<file path="src/rtl/riscv_pkg.sv">
// Shared RISC-V constants for the multicycle datapath: widths, reset vector,
// NOP encoding, base opcodes and the fetch FSM state encoding.
package riscv_pkg;

    localparam int          XLEN      = 32;
    localparam logic [31:0] RESET_PC  = 32'h0040_0000;
    localparam logic [31:0] NOP_INSTR = 32'h0000_0013;

    localparam logic [6:0] OP_LUI    = 7'b0110111;
    localparam logic [6:0] OP_AUIPC  = 7'b0010111;
    localparam logic [6:0] OP_JAL    = 7'b1101111;
    localparam logic [6:0] OP_JALR   = 7'b1100111;
    localparam logic [6:0] OP_BRANCH = 7'b1100011;
    localparam logic [6:0] OP_LOAD   = 7'b0000011;
    localparam logic [6:0] OP_STORE  = 7'b0100011;
    localparam logic [6:0] OP_OPIMM  = 7'b0010011;
    localparam logic [6:0] OP_OP     = 7'b0110011;

    localparam logic [0:0] IDLE  = 1'b0;
    localparam logic [0:0] FETCH = 1'b1;

endpackage

</file>
<file path="src/rtl/instr_fetch_unit_if.sv">
// Instruction-memory request/ack bus between the fetch unit (master) and memory (slave).
interface instr_fetch_unit_if #(
    parameter int XLEN = riscv_pkg::XLEN
);
    logic            mem_req;
    logic [XLEN-1:0] mem_addr;
    logic [XLEN-1:0] mem_rdata;
    logic            mem_ack;

    modport master (output mem_req, output mem_addr, input mem_rdata, input mem_ack);
    modport slave  (input mem_req, input mem_addr, output mem_rdata, output mem_ack);
endinterface

</file>
<file path="src/rtl/pc_register.sv">
// Program counter with +4 incrementer, branch-target mux (target forced word-aligned)
// and a registered one-cycle pulse when a misaligned target is written.
module pc_register
    import riscv_pkg::*;
#(
    parameter int              XLEN     = riscv_pkg::XLEN,
    parameter logic [XLEN-1:0] RESET_PC = riscv_pkg::RESET_PC
) (
    input  logic            clk,
    input  logic            rst,
    input  logic            pc_write,
    input  logic            pc_src,
    input  logic [XLEN-1:0] pc_target,
    output logic [XLEN-1:0] pc,
    output logic            misalign_err
);

    logic [XLEN-1:0] r_pc;
    logic            r_misalign;
    logic [XLEN-1:0] w_pc_plus4;
    logic [XLEN-1:0] w_pc_next;

    // Incrementer wraps naturally at 2^XLEN.
    assign w_pc_plus4 = r_pc + XLEN'(4);
    assign w_pc_next  = pc_src ? {pc_target[XLEN-1:2], 2'b00} : w_pc_plus4;

    always_ff @(posedge clk or negedge rst) begin
        if (!rst) begin
            r_pc       <= RESET_PC;
            r_misalign <= 1'b0;
        end else begin
            if (pc_write) begin
                r_pc <= w_pc_next;
            end
            r_misalign <= pc_write & pc_src & (|pc_target[1:0]);
        end
    end

    assign pc           = r_pc;
    assign misalign_err = r_misalign;

endmodule

</file>
<file path="src/rtl/instr_fetch_unit.sv">
// Multicycle fetch stage: owns PC and IR, runs a req/ack fetch with a watchdog,
// and exposes the IR decode fields consumed by the control unit.
module instr_fetch_unit
    import riscv_pkg::*;
#(
    parameter int              XLEN     = riscv_pkg::XLEN,
    parameter logic [XLEN-1:0] RESET_PC = riscv_pkg::RESET_PC,
    parameter int              TIMEOUT  = 16
) (
    input  logic                      clk,
    input  logic                      rst,
    input  logic                      fetch_req,
    input  logic                      PCWrite,
    input  logic                      PCSrc,
    input  logic [XLEN-1:0]           pc_target,
    instr_fetch_unit_if.master        mem,
    output logic [XLEN-1:0]           Instr,
    output logic [6:0]                Opcode,
    output logic [2:0]                Funct3,
    output logic [6:0]                Funct7,
    output logic [XLEN-1:0]           PC,
    output logic [XLEN-1:0]           OldPC,
    output logic                      instr_valid,
    output logic                      fetch_busy,
    output logic                      fetch_err,
    output logic                      misalign_err
);

    localparam int              WD_W   = (TIMEOUT > 1) ? $clog2(TIMEOUT) : 1;
    localparam logic [WD_W-1:0] WD_MAX = WD_W'(TIMEOUT - 1);

    logic [0:0]      r_state;
    logic [XLEN-1:0] r_ir;
    logic [XLEN-1:0] r_old_pc;
    logic [XLEN-1:0] r_mem_addr;
    logic            r_mem_req;
    logic            r_instr_valid;
    logic            r_fetch_err;
    logic [WD_W-1:0] r_wdog;
    logic [XLEN-1:0] w_pc;

    pc_register #(
        .XLEN     (XLEN),
        .RESET_PC (RESET_PC)
    ) u_pc_register (
        .clk          (clk),
        .rst          (rst),
        .pc_write     (PCWrite),
        .pc_src       (PCSrc),
        .pc_target    (pc_target),
        .pc           (w_pc),
        .misalign_err (misalign_err)
    );

    always_ff @(posedge clk or negedge rst) begin
        if (!rst) begin
            r_state       <= IDLE;
            r_ir          <= XLEN'(NOP_INSTR);
            r_old_pc      <= RESET_PC;
            r_mem_addr    <= '0;
            r_mem_req     <= 1'b0;
            r_instr_valid <= 1'b0;
            r_fetch_err   <= 1'b0;
            r_wdog        <= '0;
        end else begin
            r_fetch_err <= 1'b0;
            if (r_state == IDLE) begin
                // w_pc is the pre-update PC even if PCWrite is asserted this cycle.
                if (fetch_req) begin
                    r_state       <= FETCH;
                    r_mem_addr    <= w_pc;
                    r_mem_req     <= 1'b1;
                    r_instr_valid <= 1'b0;
                    r_wdog        <= '0;
                end
            end else begin
                if (mem.mem_ack) begin
                    r_state       <= IDLE;
                    r_ir          <= mem.mem_rdata;
                    r_old_pc      <= r_mem_addr;
                    r_instr_valid <= 1'b1;
                    r_mem_req     <= 1'b0;
                end else if (r_wdog == WD_MAX) begin
                    r_state     <= IDLE;
                    r_mem_req   <= 1'b0;
                    r_fetch_err <= 1'b1;
                end else begin
                    r_wdog <= r_wdog + 1'b1;
                end
            end
        end
    end

    assign mem.mem_req  = r_mem_req;
    assign mem.mem_addr = r_mem_addr;

    assign Instr       = r_ir;
    assign Opcode      = r_ir[6:0];
    assign Funct3      = r_ir[14:12];
    assign Funct7      = r_ir[31:25];
    assign PC          = w_pc;
    assign OldPC       = r_old_pc;
    assign instr_valid = r_instr_valid;
    assign fetch_busy  = (r_state == FETCH);
    assign fetch_err   = r_fetch_err;

endmodule
</file>
<file path="src/flat_wrapper.sv">
// flat-port wrapper written by rule: the top's interface ports become plain ports
module instr_fetch_unit_flat import riscv_pkg::*;
#(
    parameter int              XLEN     = riscv_pkg::XLEN,
    parameter logic [XLEN-1:0] RESET_PC = riscv_pkg::RESET_PC,
    parameter int              TIMEOUT  = 16
)
  (clk, rst, fetch_req, PCWrite, PCSrc, pc_target, Instr, Opcode, Funct3, Funct7, PC, OldPC, instr_valid, fetch_busy, fetch_err, misalign_err, mem_mem_req, mem_mem_addr, mem_mem_rdata, mem_mem_ack);
  instr_fetch_unit_if #(.XLEN(XLEN)) mem_i ();
  input  logic clk;
  input  logic rst;
  input  logic fetch_req;
  input  logic PCWrite;
  input  logic PCSrc;
  input  logic [XLEN-1:0] pc_target;
  output logic [XLEN-1:0] Instr;
  output logic [6:0] Opcode;
  output logic [2:0] Funct3;
  output logic [6:0] Funct7;
  output logic [XLEN-1:0] PC;
  output logic [XLEN-1:0] OldPC;
  output logic instr_valid;
  output logic fetch_busy;
  output logic fetch_err;
  output logic misalign_err;
  output wire logic [$bits(mem_i.mem_req)-1:0] mem_mem_req;
  output wire logic [$bits(mem_i.mem_addr)-1:0] mem_mem_addr;
  input wire logic [$bits(mem_i.mem_rdata)-1:0] mem_mem_rdata;
  input wire logic [$bits(mem_i.mem_ack)-1:0] mem_mem_ack;
  assign mem_mem_req = mem_i.mem_req;
  assign mem_mem_addr = mem_i.mem_addr;
  assign mem_i.mem_rdata = mem_mem_rdata;
  assign mem_i.mem_ack = mem_mem_ack;
  instr_fetch_unit #(.XLEN(XLEN), .RESET_PC(RESET_PC), .TIMEOUT(TIMEOUT)) u_core (.clk(clk), .rst(rst), .fetch_req(fetch_req), .PCWrite(PCWrite), .PCSrc(PCSrc), .pc_target(pc_target), .mem(mem_i), .Instr(Instr), .Opcode(Opcode), .Funct3(Funct3), .Funct7(Funct7), .PC(PC), .OldPC(OldPC), .instr_valid(instr_valid), .fetch_busy(fetch_busy), .fetch_err(fetch_err), .misalign_err(misalign_err));
endmodule
</file>
<file path="config.mk">
export PLATFORM = sky130hd
export DESIGN_NAME = instr_fetch_unit_flat
export DESIGN_NICKNAME = d
export VERILOG_FILES = /design/src/rtl/riscv_pkg.sv /design/src/rtl/instr_fetch_unit_if.sv /design/src/rtl/pc_register.sv /design/src/rtl/instr_fetch_unit.sv /design/src/flat_wrapper.sv
export SDC_FILE = /design/constraint.sdc
export NUM_CORES = 1
export LEC_CHECK = 0
export ABC_CLOCK_PERIOD_IN_PS = 2270
export BUFFER_PORTS_ARGS = -buffer_cell sky130_fd_sc_hd__buf_2
export CORE_MARGIN = 2
export CORE_UTILIZATION = 50
export DETAILED_ROUTE_END_ITERATION = 10
export PLACE_DENSITY = 0.77
export SYNTH_ARGS = -nofsm -noshare
export SYNTH_HDL_FRONTEND = slang
export SYNTH_HIERARCHICAL = 1
export SYNTH_SLANG_ARGS = --single-unit
</file>
<file path="constraint.sdc">
create_clock -name clk -period 2.27 [get_ports clk]
set_clock_uncertainty 0.15 [all_clocks]
set_input_delay 0.1135 -clock clk [delete_from_list [all_inputs] [get_ports clk]]
set_output_delay 0.1135 -clock clk [all_outputs]
set_load 0.02 [all_outputs]
</file>
==> out/summary.txt <==
root buffer cell -> clkbuf_16
crit start category -> register
CP max FO -> 7
leakage -> 4.25 nW
Mean Syn Cell Area -> 10.9 um^2
Die H -> 115 um
Final WS setup -> 0.181 ns
M3 GR Usage -> 5.80%
CTS Buf Count -> 17
CP max stage cell -> dfrtp_1
initial antenna violation count -> 0
Worst R2R Start -> u_core/u_pc_register/pc[9]$_DFFE_PN0P_
Syn. warnings -> 6
total global routing overflow -> 0
clock slew at reported path FFs -> 0.06 ns
initial drt markers -> 367
Nets -> 910
Synth Register Bits -> 135
H-tree depth -> 4
Synth top area share -> 53.0%
PortBufs -> 217
remaining antenna violation count -> 0
Setup CP Type -> register to register
PwrDens -> 1070 mW/mm^2
count of different cell masters after synthesis -> 59
fin. max-slew vios -> 0
CTS tree -> yes
gp weighted congestion -> 0.842
Synth top cells by count -> 130 x dfrtp_1, 120 x nand2_1, 59 x mux2_2
largest net degree at the start of global routing -> 57
critical path launch point -> u_core/u_pc_register/pc[9]$_DFFE_PN0P_
final setup vio count -> 0
first-pass GRT wire length -> 26.7 mm
VDD IR max -> 0.400 mV
Achievable Freq -> 0.479 GHz
top post-synthesis cells by area -> dfrtp_1 53%, mux2_2 11%, nand2_1 7.3%
Setup WS pre-CTS -> 0.208 ns
die width -> 115 um
Vias/cell -> 5.47
dominant cell type by area after synthesis -> dfrtp_1
I/O pin total -> 220
total global-route track usage -> 26.2%
met1 Usage GRT -> 31.7%
number of flops mapped to enable cells by yosys -> 0
Setup TNS -> 0 ns
cell family with most CP delay -> simple AND/OR/NAND/NOR gates
Req. time, crit path -> 2.40 ns
# resized after CTS -> 0
DP HPWL -> 11.3 mm
max cap viols -> 0
outcome -> finished clean
register area share after synthesis -> 55.1%
ys async rst share -> 100%
CP Buf/Inv Count -> 0
critical path, cell by cell -> nand4_4, or3_4, or4_1, o21ai_1, a22oi_1
synthesized area -> 0.00614 mm^2
hold_sp -> PCWrite
fin crit share -> 92.0%
final WL -> 17.5 mm
overall power -> 9.13 mW
Main synth FF type -> dfrtp_1
core footprint -> 0.0120 mm^2
min Tclk post-route -> 2.09 ns
share of layout cells above drive strength 1 -> 40.0%
busiest grt layer -> met2
Critical Path AT -> 2.22 ns
CTS Buffer Depth -> 2
DRC -> 0
Post-Synthesis Cells -> 563
Initial DRT Pass Iterations -> 5
count leader, synth -> dfrtp_1
die area -> 0.0132 mm^2
worst-margin pin slew -> 0.550 ns
row cnt -> 40
Sink Count -> 135
final hold violations -> 0
CP Capture Type -> register
number of global-route vias before repair -> 5262
Layout Area Growth over Synthesis -> 39.0%
Worst Hold Class -> input port to register
met2 Resource Use GR -> 45.9%
diode count -> 0
Crit path largest cell delay -> 0.49 ns
Worst slew margin -> 63.4%
Avg WL per Cell -> 17.5 um
RSZ-0062 raised after global routing -> false
Via Count -> 5458
Initial Util -> 51.1%
Skew-Pair Late Insertion Delay -> 0.42 ns
[metrics by stage]
step,instances,utilization (%),cell area (um^2),hold slack (ns)
final,998,71.0,8530,0.0651
after global placement,898,60.6,7280,-0.0343
after detailed placement,898,60.6,7280,-0.0207
after CTS,998,71.0,8530,0.0506
after floorplan,564,-,6140,-0.332
after global routing,998,71.0,8530,0.0894
[registers in the layout, summed over array words and instances (netlist names)]
signal                             count
u_core/Instr                          32
u_core/OldPC                          32
u_core/mem.mem_addr                   32
u_core/u_pc_register/pc               30
u_core/r_wdog                          4
u_core/fetch_busy                      1
u_core/fetch_err                       1
u_core/instr_valid                     1
u_core/mem.mem_req                     1
u_core/u_pc_register/misalign_err      1
[path summary, 6_finish.rpt]
path	endpoint	slack, ns	depth (start not counted)
worst max-delay path	u_core/u_pc_register/pc[16]$_DFFE_PN0P_	0.18	5
worst min-delay path	u_core/u_pc_register/pc[7]$_DFFE_PN0P_	0.07	2
worst max register to register	u_core/u_pc_register/pc[16]$_DFFE_PN0P_	0.18	5
worst min register to register	u_core/mem.mem_addr[6]$_DFFE_PN0P_	0.34	2
max in group asynchronous	u_core/Instr[0]$_DFFE_PN1P_	1.14	3
min in group asynchronous	u_core/OldPC[25]$_DFFE_PN0P_	0.10	2
[area by class of cell]
class | instances | area (um^2)
clock inverter | 3 | 40.0
inverter | 5 | 18.8
tap | 147 | 184
clock buffer | 29 | 531
timing repair buffer | 304 | 1940
sequential | 135 | 3380
fill | 867 | 3480
multi-input combinational | 375 | 2430
[placed cells by master (no fill, tap or decap), types with 3 or more instances in the layout]
master         synthesis  final
o22ai_1               10     10
mux2i_1                6      6
a311oi_1               4      4
dlygate4sd3_1          0     68
dfrtp_1              130    130
o31ai_1                4      4
nand2b_1               4      4
nand3b_1               3      3
or4_1                  3      3
nand4_1                8      8
and3_1                 8      8
a21oi_1               24     24
inv_1                  4      4
buf_2                  6    216
mux2_2                59     59
buf_4                 19     17
o211ai_1               3      3
nor2_1                22     22
o21ai_0               18     18
a22o_1                 5      5
a31oi_1                3      3
dfstp_2                5      5
clkbuf_16              0     17
clkbuf_1              18      6
nor3_1                 3      3
clkbuf_8               0      6
nor2b_1                6      5
a41o_1                 3      3
mux2_1                 5      5
nand3_1               17     17
nand2_1              120    120
[what timing repair did]
action	CTS	global route
hold buffers	68	0
hold endpoints to repair	163	0
setup buffers	0	0
endpoints found under the setup margin	0	4
[cells by family (layout without fill, tap and decap cells)]
logic type               after synthesis  count (layout)  synth area share [%]
multiplexers                          70              70                  12.7
buffers and inverters                 54             341                  5.32
AO/OA/AOI/OAI                         94              94                  10.2
other                                  1               2                0.0611
adder cells (fa/ha/maj)                2               2                 0.408
AND/OR/NAND/NOR                      207             207                  16.2
flip-flops                           135             135                  55.1
[report_power, final]
part           switching (mW)  total [mW]  internal, mW
sequential              0.518        3.59          3.07
combinational            1.77        2.91          1.14
clock                   0.953        2.63          1.68
[layer usage]
layer / share of wire (%) / up-vias / wire length (um)
li1: - / 2522 / -
met1: 40 / 2651 / 7020
met2: 51 / 256 / 8890
met3: 7.1 / 29 / 1250
met4: 1.7 / 0 / 304
met5: 0 / - / 0
[worst reg2reg max path: cells and delay by family, from the launching register on]
family	cells	cell delay [ns]
AOI/OAI and AO/OA	2	0.19
and+or+nand+nor	3	1.13
DFF	1	0.49
(Power assumes the default switching activity.)
